`config.mk`:
```
export PLATFORM = sky130hd
export DESIGN_NAME = spi_arbiter
export DESIGN_NICKNAME = d
export VERILOG_FILES = /design/src/rtl/spi_arbiter.sv
export SDC_FILE = /design/constraint.sdc
export NUM_CORES = 1
export LEC_CHECK = 0
export ABC_CLOCK_PERIOD_IN_PS = 3400
export CAP_MARGIN = 10
export CORE_MARGIN = 10
export CORE_UTILIZATION = 49
export DETAILED_ROUTE_END_ITERATION = 10
export PLACE_DENSITY = 0.86
export SKIP_CTS_REPAIR_TIMING = 1
export SLEW_MARGIN = 10
export SYNTH_ARGS = -nofsm -noshare
export SYNTH_HDL_FRONTEND = slang
export SYNTH_SLANG_ARGS = --single-unit
```
`constraint.sdc`:
```
create_clock -name clk -period 3.4 [get_ports clk]
set_input_delay 0.51 -clock clk [delete_from_list [all_inputs] [get_ports clk]]
set_output_delay 0.51 -clock clk [all_outputs]
set_load 0.01 [all_outputs]
```
`src/rtl/spi_arbiter.sv`:
```
// Round-robin arbiter sequencing N SPI clients onto one byte engine with CS setup/hold gaps.
// Optional WAIT_CMD idle timeout is built when SPI_ARB_TIMEOUT_EN is defined.
module spi_arbiter #(
   parameter int unsigned N        = 3,
   parameter int unsigned CS_SETUP = 2,
   parameter int unsigned CS_HOLD  = 2,
   parameter int unsigned TIMEOUT  = 1023
) (
   input  logic           clk,
   input  logic           reset,
   input  logic [N-1:0]   req,
   input  logic [N-1:0]   cmd_valid,
   input  logic [N-1:0]   cmd_rw,
   input  logic [N-1:0]   cmd_last,
   input  logic [8*N-1:0] cmd_wdata,
   output logic [N-1:0]   cmd_ready,
   output logic [N-1:0]   rsp_valid,
   output logic [7:0]     rsp_rdata,
   output logic [N-1:0]   gnt,
   output logic [N-1:0]   CS,
   output logic [N-1:0]   timeout,
   output logic           eng_rd_req,
   output logic           eng_wr_req,
   output logic [7:0]     eng_wdata,
   input  logic           eng_ack,
   input  logic [7:0]     eng_rdata
);
   localparam int unsigned PW = (N > 1) ? $clog2(N) : 1;
   localparam int unsigned CW = 16;

   if (N < 1 || N > 8 || CS_SETUP < 1 || CS_HOLD < 1 || TIMEOUT < 1) begin : g_bad_param
      $error("spi_arbiter: parameter out of range");
   end

   typedef enum logic [2:0] {
      S_IDLE, S_SETUP, S_WAIT_CMD, S_ISSUE, S_RELEASE, S_HOLD
   } state_t;

   state_t        state_q;
   logic [PW-1:0] ptr_q;
   logic [N-1:0]  gnt_q;
   logic [N-1:0]  cs_q;
   logic [N-1:0]  cmd_ready_q;
   logic [N-1:0]  rsp_valid_q;
   logic [7:0]    rsp_rdata_q;
   logic          eng_rd_q;
   logic          eng_wr_q;
   logic [7:0]    eng_wdata_q;
   logic          rw_q;
   logic          last_q;
   logic [CW-1:0] cnt_q;

   logic [PW-1:0] pick_c;
   logic          found_c;
   logic [PW:0]   idx_c;
   logic [7:0]    wbyte_c [N];

   // First requester after ptr, wrapping modulo N.
   always_comb begin
      pick_c  = '0;
      found_c = 1'b0;
      idx_c   = '0;
      for (int unsigned i = 1; i <= N; i++) begin
         idx_c = (PW+1)'(ptr_q) + (PW+1)'(i);
         if (idx_c >= (PW+1)'(N)) idx_c = idx_c - (PW+1)'(N);
         if (!found_c && req[idx_c[PW-1:0]]) begin
            pick_c  = idx_c[PW-1:0];
            found_c = 1'b1;
         end
      end
   end

   always_comb begin
      for (int unsigned i = 0; i < N; i++) wbyte_c[i] = cmd_wdata[8*i +: 8];
   end

`ifdef SPI_ARB_TIMEOUT_EN
   logic [CW-1:0] tmo_q;
   logic [N-1:0]  timeout_q;
   logic          tmo_hit_c;

   assign tmo_hit_c = (tmo_q == CW'(TIMEOUT - 1));

   // Idle counter: runs only while the owner sits in WAIT_CMD without a command.
   always_ff @(posedge clk or posedge reset) begin
      if (reset) tmo_q <= '0;
      else if (state_q == S_WAIT_CMD && !cmd_valid[ptr_q]) tmo_q <= tmo_q + CW'(1);
      else tmo_q <= '0;
   end
   assign timeout = timeout_q;
`else
   assign timeout = '0;
`endif

   always_ff @(posedge clk or posedge reset) begin
      if (reset) begin
         state_q     <= S_IDLE;
         ptr_q       <= PW'(N - 1);
         gnt_q       <= '0;
         cs_q        <= '1;
         cmd_ready_q <= '0;
         rsp_valid_q <= '0;
         rsp_rdata_q <= '0;
         eng_rd_q    <= 1'b0;
         eng_wr_q    <= 1'b0;
         eng_wdata_q <= '0;
         rw_q        <= 1'b0;
         last_q      <= 1'b0;
         cnt_q       <= '0;
`ifdef SPI_ARB_TIMEOUT_EN
         timeout_q   <= '0;
`endif
      end else begin
         rsp_valid_q <= '0;
`ifdef SPI_ARB_TIMEOUT_EN
         timeout_q   <= '0;
`endif
         case (state_q)
            S_IDLE: begin
               if (found_c) begin
                  gnt_q   <= N'(1) << pick_c;
                  cs_q    <= ~(N'(1) << pick_c);
                  ptr_q   <= pick_c;
                  cnt_q   <= '0;
                  state_q <= S_SETUP;
               end
            end
            S_SETUP: begin
               if (cnt_q == CW'(CS_SETUP - 1)) begin
                  cmd_ready_q <= gnt_q;
                  state_q     <= S_WAIT_CMD;
               end else begin
                  cnt_q <= cnt_q + CW'(1);
               end
            end
            S_WAIT_CMD: begin
               if (cmd_valid[ptr_q]) begin
                  rw_q        <= cmd_rw[ptr_q];
                  last_q      <= cmd_last[ptr_q];
                  eng_wdata_q <= wbyte_c[ptr_q];
                  eng_rd_q    <= cmd_rw[ptr_q];
                  eng_wr_q    <= ~cmd_rw[ptr_q];
                  cmd_ready_q <= '0;
                  state_q     <= S_ISSUE;
               end else if (!req[ptr_q]) begin
                  cmd_ready_q <= '0;
                  gnt_q       <= '0;
                  cs_q        <= '1;
                  cnt_q       <= '0;
                  state_q     <= S_HOLD;
               end
`ifdef SPI_ARB_TIMEOUT_EN
               else if (tmo_hit_c) begin
                  timeout_q   <= gnt_q;
                  cmd_ready_q <= '0;
                  gnt_q       <= '0;
                  cs_q        <= '1;
                  cnt_q       <= '0;
                  state_q     <= S_HOLD;
               end
`endif
            end
            S_ISSUE: begin
               if (eng_ack) begin
                  if (rw_q) rsp_rdata_q <= eng_rdata;
                  eng_rd_q <= 1'b0;
                  eng_wr_q <= 1'b0;
                  state_q  <= S_RELEASE;
               end
            end
            S_RELEASE: begin
               // A dropped req is only honoured once the byte has fully completed.
               if (!eng_ack) begin
                  rsp_valid_q <= gnt_q;
                  if (last_q || !req[ptr_q]) begin
                     gnt_q   <= '0;
                     cs_q    <= '1;
                     cnt_q   <= '0;
                     state_q <= S_HOLD;
                  end else begin
                     cmd_ready_q <= gnt_q;
                     state_q     <= S_WAIT_CMD;
                  end
               end
            end
            S_HOLD: begin
               if (cnt_q == CW'(CS_HOLD - 1)) state_q <= S_IDLE;
               else cnt_q <= cnt_q + CW'(1);
            end
            default: state_q <= S_IDLE;
         endcase
      end
   end

   assign gnt        = gnt_q;
   assign CS         = cs_q;
   assign cmd_ready  = cmd_ready_q;
   assign rsp_valid  = rsp_valid_q;
   assign rsp_rdata  = rsp_rdata_q;
   assign eng_rd_req = eng_rd_q;
   assign eng_wr_req = eng_wr_q;
   assign eng_wdata  = eng_wdata_q;
endmodule

```
* After elaboration in Yosys (flattened, before gate mapping)
Cells that the tools add are included.
** Cells by class
- Bitwise gates (word level) :: 3
- Reductions and logical operators :: 20
- Shift-type cells :: 1
- Mux-type cells :: 66
- Magnitude comparators :: 8
- Equality and inequality tests :: 18
- Add/sub/neg operators :: 7
** Operator list (count)
- two-way mux 16 bit :: 6
- two-way mux 3 bit :: 24
- one-hot mux 16 bit (4 select lines) :: 1
- one-hot mux 3 bit (3 select lines) :: 3
- != test 2 bit (second input constant) :: 11
- one-hot mux 3 bit (6 select lines) :: 1
- adder 16 x 1 -> 16 bit (second input constant) :: 1
- binary-select mux 8 bit (select 2 bit) :: 1
- equality test 16 x 1 -> 1 bit (second input constant) :: 1
- two-way mux 8 bit :: 2
- binary-select mux 1 bit (select 2 bit) :: 7
- two-way mux 1 bit :: 13
- < comparator 2 x 3 -> 1 bit (second input constant) :: 4
- two-way mux 2 bit :: 6
- AND reduction 6 bit :: 2
- >= comparator 3 x 2 -> 1 bit (second input constant) :: 3
- AND reduction 7 bit :: 1
- adder 2 x 2 -> 3 bit (second input constant) :: 2
- equality test 3 x 2 -> 1 bit (second input constant) :: 2
- equality test 3 bit (second input constant) :: 2
- AND reduction 3 bit :: 2
- nonzero test 3 bit :: 2
- subtractor 2 bit (second input constant) :: 3
- AND reduction 5 bit :: 1
- other kinds (17) :: 22
** Storage, ports and cells
- Word-level logic and storage cells :: 136
- Register bits after elaboration :: 53
- Output and inout port bits :: 33
- Input port bits :: 47

* Depth between registers and ports, before layout
- Depth after elaboration :: 16
- Depth in mapped cells :: 12
- Depth with buffers taken out :: 8

* Least setup slack after synthesis
OpenSTA, ideal clock, no wires.
- Path type :: reg2reg
- Start :: register ptr_q[0]
- End :: register cnt_q[3]
- Library setup time :: 0.066 ns
- Arrival time :: 2.679 ns
- Path buffers :: 4
- Cell stages (with the launch flop) :: 13
- Required time :: 3.334 ns
- Clock period less this slack :: 2.745 ns
- Path slack :: 0.655 ns
- Cell sequence :: dfrtp_1 > buf_6 > clkbuf_1 > inv_1 > ha_1 > clkbuf_1 > inv_1 > nor3_1 > o22ai_2 > o21ai_2 > buf_4 > or2_1 > a22o_1
** On the way
- Longest elaborated chain between the ends :: 14
- Elaborated cells on any way between the ends :: 36
- Classes of those cells :: add/sub (6); order compare (3); eq/ne (4); mux (16); reduce/logical (7)
** RTL lines
- start, declared :: line 40 : logic [PW-1:0] ptr_q;
- start signal, assigned :: line 98 : ptr_q <= PW'(N - 1);
- start signal, assigned :: line 123 : ptr_q <= pick_c;
- adder 2 x 1 -> 3 bit :: line 64 : idx_c = (PW+1)'(ptr_q) + (PW+1)'(i);
- >= comparator 3 x 2 -> 1 bit / subtractor 2 bit (equally long branches) :: line 65 : if (idx_c >= (PW+1)'(N)) idx_c = idx_c - (PW+1)'(N);
- two-way mux 2 bit :: line 65
- binary-select mux 1 bit (select 2 bit) :: line 66 : if (!found_c && req[idx_c[PW-1:0]]) begin
- two-way mux 1 bit (not written as such) :: line 66
- two-way mux 1 bit :: line 66
- zero test 1 bit :: line 66
- logical AND 1 bit :: line 66
- two-way mux 1 bit :: line 66
- zero test 1 bit :: line 66
- logical AND 1 bit :: line 66
- two-way mux 1 bit :: line 66
- != test 2 bit (no source line)
- AND reduction 7 bit (no source line) *
- end signal, assigned :: line 133 : cnt_q <= cnt_q + CW'(1);
- end signal, assigned :: line 188 : else cnt_q <= cnt_q + CW'(1);
- end, declared :: line 51 : logic [CW-1:0] cnt_q;
Every way passes the cells marked *; elsewhere a longest branch is shown, timed or not. The select of a mux whose other input is x is not followed.
A chain may end at the register's enable or synchronous reset.

* Final worst setup path
- Start :: register ptr_q[1]
- End :: register cnt_q[8]
The elaborated chain is that of the path after synthesis.

==> metrics.md <==
| Metric | Value |
|---|---|
| Status | `finished, final reports clean` |
| Placed cell areas | `3760 um^2` |
| Worst hold stages | `2` |
| Port bufs | `76` |
| Sequential Area | `1330 um^2` |
| Iteration-0 DRC Markers | `275` |
| Util after Layout | `0.649` |
| Cell Area, Synth | `2980 um^2` |
| Leading cell type in the layout, fill and taps excluded | `clkdlybuf4s50_1` |
| Total Wirelength | `7640 um` |
| Slew headroom | `0.285` |
| TritonCTS clock tree | `yes` |
| RSZ-0062 raised after global routing | `no` |
| First-pass GRT wire length | `12,800 um` |
| Area of the multi-input gates | `1490 um^2` |
| Peak supply drop | `0.478 mV` |
| Commonest non-fill, non-tap cells in the layout | `clkdlybuf4s50_1, dfrtp_1, o21ai_0` |
| Hold Violations, Final | `0` |
| IO Pins | `80` |
| Mean Syn Cell Area | `9.15 um^2` |
| Initial DRT Pass Iterations | `5` |
| Post-Route Setup TNS | `0 ns` |
| Clock Skew | `0.00920 ns` |
| Core area | `5920 um^2` |
| Final setup fails | `0` |
| Finished Cell Area | `3840 um^2` |
| Leakage | `1.64 nW` |
| Post-synth top flop | `dfrtp_1` |
| Initial Util | `0.504` |
| CP Class | `reg2reg` |
| Yosys cell types | `52` |
| Grt total ovfl | `0` |
| Post-Syn Instances | `326` |
| Seq cells post-synth | `53` |
| Worst Reg2Reg Path Length in Cells | `8` |
| H-tree Lvls | `2` |
| Sequential element share of the synthesized area | `0.446` |
| Skew-Pair Late Insertion Delay | `0.31 ns` |
| Vias in the first global route | `2,710` |
| TritonCTS Buffers | `5` |
| Hold slack | `0.481 ns` |
| Post-route ant nets | `0` |
| Vias per cell | `5.68` |
| Max-Cap Viols | `0` |
| Drt drc | `0` |
| Pre-CTS setup slack | `0.595 ns` |
| Routed WL per cell | `16.2 um` |
| Ys Warns | `0` |
| Die width | `98.0 um` |
| Initial antenna violation count | `0` |
| Number of enable flip-flop cells after synthesis | `0` |
| Final net count | `447` |
| DIE AREA | `9600 um^2` |
| Startpoint Class | `register` |
| Fillers | `498` |
| CTS Sinks | `53` |
| Pwr dens | `746 nW/um^2` |
| Final WS setup | `0.580 ns` |
| Crit path max fanout | `17` |
| WP data required | `3.63 ns` |
| Max-slew violations | `0` |
| Clock tree buffer depth | `2` |
| Tmin final | `2.82 ns` |
| Reg clk slew, reported paths | `0.09 ns` |
| Chip height | `98.0 um` |
| Synth async-reset ratio | `1.00` |
| Rows | `28` |
| GRT Total Usage | `0.156` |
| Crit. End Element | `register` |
| Syn-to-layout area delta | `28.8%` |
| Tightest Pin Transition | `1.07 ns` |
| CTS root buf | `clkbuf_8` |
| HPWL after DPL | `5750 um` |
| Max Fclk | `355 MHz` |
| Crit share post-route | `0.829` |
| # diodes | `0` |
| Worst Hold Class | `reg2reg` |
| Worst path arrival time | `3.05 ns` |
| Largest net degree at the start of global routing | `54` |
| Via Count | `2,676` |
| GP Congestion | `0.899` |
| Share of post-route cells with drive strength above 1 | `0.0884` |
-- synth_stat cells, types with 2 or more instances --
master	number	area, um^2
buf_4	4	30.0
nand3_1	8	40.0
and3_1	6	37.5
mux2i_1	12	120
nor2b_1	3	18.8
o31ai_1	4	30.0
o22ai_1	2	12.5
mux2_2	11	124
o311ai_0	2	17.5
nand3b_1	2	15.0
buf_2	2	10.0
o21ai_0	33	165
nor4b_1	2	17.5
or2_2	2	12.5
nor4_1	2	12.5
nand2_1	26	97.6
and2_1	2	12.5
nor2_1	29	109
dfrtp_1	49	1230
clkbuf_1	10	37.5
a31oi_1	11	68.8
nand4_1	8	50.1
ha_1	5	62.6
inv_1	17	63.8
nand2b_1	3	18.8
nor3_1	16	80.1
a22o_1	2	17.5
o21a_1	5	37.5
dfstp_2	4	105
buf_6	2	22.5
a21oi_1	21	105
-- report_power, final --
part	leakage (nW)	internal (mW)	switching, mW
Sequential	0.697	0.849	0.232
Clock	0.0422	0.145	0.201
Combinational	0.902	0.650	0.788
Total	1.64	1.64	1.22
-- final timing paths --
kind,slack [ns],to,start
min in group asynchronous,0.77,rsp_rdata[2],reset
hold reg to reg,0.48,eng_wdata[1],eng_wdata[1]
setup / recovery,0.58,cnt_q[8],ptr_q[1]
max in group asynchronous,1.96,gnt[2],reset
hold / removal,0.48,eng_wdata[1],eng_wdata[1]
setup reg to reg,0.58,cnt_q[8],ptr_q[1]
-- registers in the layout (all words and copies together), names as in the netlist --
register    cells
CS              3
eng_wdata       8
rsp_rdata       8
rsp_valid       3
last_q          1
gnt             3
eng_rd_req      1
state_q         3
cmd_ready       3
rw_q            1
ptr_q           2
cnt_q          16
eng_wr_req      1
-- worst max-delay path, stage by stage, from the launching register on --
cell	delay [ns]
dfstp_2	0.70
inv_1	0.16
ha_1	0.43
inv_1	0.10
nor3_1	0.33
o22ai_2	0.16
o21ai_2	0.47
nor2_2	0.20
o21ai_0	0.19
-- cells by family (layout without fill, tap and decap cells) --
logic type,count (synthesis),count (layout),share of synthesized area
muxes,24,24,0.0869
AOI/OAI and AO/OA,92,92,0.193
buffers and inverters,35,103,0.0550
and+or+nand+nor,115,115,0.193
other,1,3,0.00126
adders and majority gates,5,5,0.0210
xor gates and xnor gates,1,1,0.00294
DFF,53,53,0.446
-- layer usage --
metal | track usage | up-vias | part of all wire
met5 | 0 | - | 0
met4 | 0.0481 | 0 | 0.011
met3 | 0.0634 | 6 | 0.10
met2 | 0.251 | 109 | 0.48
met1 | 0.186 | 1261 | 0.41
li1 | - | 1300 | -
-- stage by stage --
step	power [mW]	std cells
2_1_floorplan	2.03	328
3_3_place_gp	2.46	463
3_5_place_dp	2.52	463
4_1_cts	2.87	471
5_1_grt	3.09	471
6_report	2.87	471
-- area by class of cell --
class                   instances  share of cell area
well taps                      75              0.0244
clock inverters                 1             0.00130
clock buffers                   7              0.0199
inverters                      17              0.0166
repair buffers                 78               0.202
multi-input cells             240               0.389
flip-flops and latches         53               0.347
Note: power is estimated with default switching activity, not from simulation.
